## src/rtl/nsa_pkg.sv

```systemverilog
// Shared types and constants for the nibble-serial accumulator.
// Holds the FSM encoding, the adder slice width and a counter-width helper.
package nsa_pkg;

    typedef enum logic [1:0] {
        IDLE = 2'd0,
        RUN  = 2'd1,
        DONE = 2'd2
    } state_t;

    localparam int SLICE_W = 4;

    // Minimum bit width able to index n items, never less than one bit.
    function automatic int clog2(input int n);
        int w;
        w = 1;
        while ((1 << w) < n) w++;
        return w;
    endfunction

endpackage

```

## src/rtl/adder4_slice.sv

```systemverilog
// Behavioural model of the 4-bit adder cell shared by add/sub techmaps.
// Purely combinational: {CO, S} = A + B + CI.
module adder4_slice (
    input  logic [3:0] A,
    input  logic [3:0] B,
    input  logic       CI,
    output logic [3:0] S,
    output logic       CO
);

    logic [4:0] w_sum;

    assign w_sum = {1'b0, A} + {1'b0, B} + {4'b0000, CI};
    assign S     = w_sum[3:0];
    assign CO    = w_sum[4];

endmodule

```

## src/rtl/nibble_serial_accumulator.sv

```systemverilog
// Accumulator that adds/subtracts a WIDTH-bit operand one nibble per clock
// through a single 4-bit adder slice, with valid/ready on both sides.
module nibble_serial_accumulator
    import nsa_pkg::*;
#(
    parameter int WIDTH = 16
) (
    input  logic             clk,
    input  logic             rst_n,
    input  logic             in_valid,
    output logic             in_ready,
    input  logic [WIDTH-1:0] in_data,
    input  logic             in_sub,
    input  logic             in_clr,
    output logic             out_valid,
    input  logic             out_ready,
    output logic [WIDTH-1:0] out_acc,
    output logic             out_carry,
    output logic             out_ovf
);

    localparam int NIB   = WIDTH / SLICE_W;
    localparam int CNT_W = clog2(NIB);

    generate
        if ((WIDTH % SLICE_W) != 0 || WIDTH < 8) begin : g_bad_width
            $error("nibble_serial_accumulator: WIDTH must be a multiple of 4 and at least 8");
        end
    endgenerate

    state_t             r_state;
    state_t             w_next;
    logic [WIDTH-1:0]   r_acc;
    logic [WIDTH-1:0]   r_opnd;
    logic               r_sub;
    logic               r_carry;
    logic               r_cout;
    logic               r_ovf;
    logic [CNT_W-1:0]   r_cnt;

    logic               w_accept;
    logic               w_last;
    logic [3:0]         w_a;
    logic [3:0]         w_b;
    logic [3:0]         w_s;
    logic               w_co;

    assign w_accept = in_valid && in_ready;
    assign w_last   = (r_cnt == CNT_W'(NIB - 1));

    // Select the nibble addressed by the counter; B is inverted for subtract.
    always_comb begin
        w_a = '0;
        w_b = '0;
        for (int k = 0; k < NIB; k++) begin
            if (r_cnt == CNT_W'(k)) begin
                w_a = r_acc[k*SLICE_W +: SLICE_W];
                w_b = r_opnd[k*SLICE_W +: SLICE_W] ^ {SLICE_W{r_sub}};
            end
        end
    end

    adder4_slice u_slice (
        .A  (w_a),
        .B  (w_b),
        .CI (r_carry),
        .S  (w_s),
        .CO (w_co)
    );

    always_ff @(posedge clk) begin
        if (!rst_n) begin
            r_state <= IDLE;
        end else begin
            r_state <= w_next;
        end
    end

    always_comb begin
        w_next = r_state;
        case (r_state)
            IDLE:    if (w_accept) w_next = in_clr ? DONE : RUN;
            RUN:     if (w_last) w_next = DONE;
            DONE:    if (out_ready) w_next = IDLE;
            default: w_next = IDLE;
        endcase
    end

    always_comb begin
        in_ready  = rst_n && (r_state == IDLE);
        out_valid = (r_state == DONE);
    end

    always_ff @(posedge clk) begin
        if (!rst_n) begin
            r_acc   <= '0;
            r_opnd  <= '0;
            r_sub   <= 1'b0;
            r_carry <= 1'b0;
            r_cnt   <= '0;
            r_cout  <= 1'b0;
            r_ovf   <= 1'b0;
        end else begin
            case (r_state)
                IDLE: begin
                    if (w_accept) begin
                        if (in_clr) begin
                            r_acc  <= in_data;
                            r_cout <= 1'b0;
                            r_ovf  <= 1'b0;
                        end else begin
                            r_opnd  <= in_data;
                            r_sub   <= in_sub;
                            r_carry <= in_sub;
                            r_cnt   <= '0;
                        end
                    end
                end
                RUN: begin
                    for (int k = 0; k < NIB; k++) begin
                        if (r_cnt == CNT_W'(k)) begin
                            r_acc[k*SLICE_W +: SLICE_W] <= w_s;
                        end
                    end
                    r_carry <= w_co;
                    r_cnt   <= r_cnt + CNT_W'(1);
                    if (w_last) begin
                        r_cout <= w_co;
                        r_ovf  <= (w_a[3] == w_b[3]) && (w_s[3] != w_a[3]);
                    end
                end
                default: ;
            endcase
        end
    end

    assign out_acc   = r_acc;
    assign out_carry = r_cout;
    assign out_ovf   = r_ovf;

endmodule
```

## config.mk

```make
export PLATFORM = sky130hd
export DESIGN_NAME = nibble_serial_accumulator
export DESIGN_NICKNAME = d
export VERILOG_FILES = /design/src/rtl/nsa_pkg.sv /design/src/rtl/adder4_slice.sv /design/src/rtl/nibble_serial_accumulator.sv
export SDC_FILE = /design/constraint.sdc
export NUM_CORES = 1
export LEC_CHECK = 0
export CAP_MARGIN = 20
export CORE_MARGIN = 8
export CORE_UTILIZATION = 47
export DETAILED_ROUTE_END_ITERATION = 10
export PLACE_DENSITY = 0.84
export SLEW_MARGIN = 40
export SYNTH_ARGS = -nofsm -noshare
export SYNTH_HDL_FRONTEND = slang
export SYNTH_SLANG_ARGS = --single-unit
```

## constraint.sdc

```tcl
create_clock -name clk -period 2.8 [get_ports clk]
set_input_delay 0.56 -clock clk [delete_from_list [all_inputs] [get_ports clk]]
set_output_delay 0.56 -clock clk [all_outputs]
set_load 0.02 [all_outputs]
```

==> impl_metrics.toml <==
[global_route]
grt_overflow = 0
grt_start_max_net_pins = 28
antenna_found_initial = 0
grt_pass1_vias = 2126
grt_usage_pct = 17.30
grt_pass1_wl_mm = 10.39

[floorplan]
start_util_pct = 49.26
fp.dieH_um = 86.60
die_w_um = 86.60
top_level_ports = 42
std_cell_rows = 25
die-area_sq_um = 7499
coreArea_sq_um = 4755

[synth]
synth_area_leaders = "dfxtp_1 34%, mux2i_1 7.3%, nor2b_1 5.9%, nand2_1 4.8%, o211a_1 3.8%"
ys.flop_type = "dfxtp_1"
synth_edf_count = 0
yosys.area.top_type = "dfxtp_1"
async_flop_share_pct = 0
netlist_instances = 259
ys_seq_area_share_pct = 34.19
syn_nets = 290
synth_most_common_cell = "dfxtp_1"
yosys_warnings = 0
synth_cell_type_count = 46
synth_top_area_share_pct = 34.19
syn_area_per_cell_sq_um = 9.043
synth_commonest_cells = "40 x dfxtp_1, 30 x nand2_1, 22 x nor2b_1"
synth_seq_cells = 40
syn_area_sq_um = 2342

[critical_path]
critPathCaptureType = "register"
cp.arrival_ns = 2.98
worstSetupPathType = "register to register"
path_max_fanout = 6
startpoint_type = "register"
critPathRequiredTime_ns = 2.99

[finish]
syn_to_final_growth_pct = 35.10
final_util_pct = 66.55
antenna_cells = 0
drive_gt1_share_pct = 22.93
fin_nets = 345

[placed_design]
gp_congestion = 0.8716
io_buffers = 41
dpl.hpwl_mm = 4.545

[clock_network]
cts_tree = "yes"
cts_root_buffer = "clkbuf_8"
cts.reportedPaths.clkPinSlew_ns = 0.07
worst_skew_pair.late_latency_ns = 0.30
cts_made_buffers = 5
cts_buffer_depth = 2
h-tree-depth = 2
cts_sinks = 40

[pwr]
netSwitchingPower_mw = 0.3769
intPower_mw = 0.9649
seqPwrFrac_pct = 46.6
pwr-share-comb_pct = 22.4
switching_share_pct = 28.09
vdd_ir_drop_max_uv = 277.8
power_density_nw_per_um2 = 424.0
p_leak_nw = 1.372
clkPwrFrac_pct = 31.1

[status]
status = "finished clean"

[routing]
dr.pass1.iters = 4
drtIter0Drc = 188
num_vias = 2196
wl_per_cell_um = 17.60
ant_nets = 0
drt-total-wl_mm = 6.705
vias_per_cell = 5.764
route.detailed.drc = 0

[hold_path]
min_path_type = "register to register"

[sta]
worst_slew_margin_rel_pct = 62.47
finClkSkew_ns = 0.01128
timing.final.crit_share_pct = 99.80
worst_pin_slew_ns = 0.5622
rsz0062_at_grt = "true"
setup_viol = 0
final.min_clock_period_ns = 2.794
slew_violations = 0
hold_viol = 0
holdWs_ns = 0.4730
fmax_mhz = 357.8

[run]
drv_cap = 0
[final timing paths]
kind / startpoint / end / slack (ns) / depth (start not counted)
max: r_cnt[1]$_SDFFE_PN0P_ / out_acc[9]$_SDFFE_PN0P_ / 0.006 / 13
min: out_carry$_SDFFE_PN0P_ / out_carry$_SDFFE_PN0P_ / 0.47 / 2
max reg2reg: r_cnt[1]$_SDFFE_PN0P_ / out_acc[9]$_SDFFE_PN0P_ / 0.006 / 13
min reg2reg: out_carry$_SDFFE_PN0P_ / out_carry$_SDFFE_PN0P_ / 0.47 / 2
[logic make-up after synthesis]
kind of cell | share of synthesized area (%)
fa+ha+maj | 5.449
simple gates | 22.60
flops | 34.19
mux | 7.265
buf+inv | 5.449
compound gates | 24.68
xor+xnor | 0.3740
[sequential cells by signal, summed over array words and instances, names as in the netlist]
signal / cells
r_sub: 1
r_state: 2
r_opnd: 16
out_carry: 1
out_ovf: 1
r_cnt: 2
out_acc: 16
r_carry: 1
[final cells by class]
class | instances | area [sq um]
Sequential cell | 40 | 808.3
Fill cell | 392 | 1590
Inverter | 7 | 31.28
Timing Repair Buffer | 65 | 594.3
Clock buffer | 7 | 96.34
Multi-Input combinational cell | 195 | 1550
Tap cell | 67 | 83.83
[stage by stage]
step	cells	instance area (sq um)	power, mW	worst slack, ns	setup TNS [ns]
2_1_floorplan	259	2342	0.7954	0.08706	0
3_3_place_gp	369	2878	0.9001	-0.05995	-0.05995
3_5_place_dp	369	2878	0.9073	-0.1242	-0.5308
4_1_cts	376	3022	1.323	0.02454	0
5_1_grt	381	3164	1.394	-0.1030	-0.4242
6_report	381	3164	1.342	0.005521	0
[per-layer routing]
layer	vias to the layer above	wire [um]	track usage [%]
met4	0	172	7.668
met5	-	0	0
met3	15	520	3.970
met1	1045	2746	21.75
li1	1051	-	-
met2	85	3265	27.43
[cell usage in the layout (no fill, tap or decap), types with 4 or more instances in the layout]
master / instances
nor2b_1: 19
clkbuf_8: 7
a221o_1: 5
mux2i_1: 17
a31oi_1: 4
nand3b_1: 5
o211ai_1: 4
a21oi_2: 6
nand3_1: 9
dfxtp_1: 38
o221ai_1: 4
a21oi_1: 12
nand2_1: 30
ha_1: 4
nand2b_1: 5
o211a_1: 9
o21ai_0: 11
buf_4: 23
clkdlybuf4s50_1: 41
[power by group through the flow]
stage / logic [mW] / registers [mW] / clock network (mW)
4_1_cts: 0.280 / 0.624 / 0.419
5_1_grt: 0.322 / 0.629 / 0.443
2_1_floorplan: 0.155 / 0.641 / 0
6_report: 0.300 / 0.625 / 0.417
3_5_place_dp: 0.271 / 0.636 / 0
3_3_place_gp: 0.265 / 0.635 / 0
[worst max-delay path: stages (launching register included)]
cell and delay, ns:
dfxtp_4 0.38, inv_4 0.05, ha_4 0.19, buf_4 0.17
a221oi_4 0.29, nor3_2 0.07, a21oi_1 0.20, fa_2 0.25
inv_2 0.04, fa_2 0.46, and3b_2 0.27, a21oi_1 0.12
nand2_1 0.07, o211a_1 0.14
[repair_timing]
| item | in CTS | in global routing |
|---|---|---|
| pin swaps | 1 | 12 |
| setup endpoints to repair | 11 | 6 |
| hold buffers | 0 | 0 |
| cloned | 0 | 0 |
| resized for setup | 17 | 25 |
| buffers inserted | 0 | 5 |
Note: power is estimated with default switching activity, not from simulation.
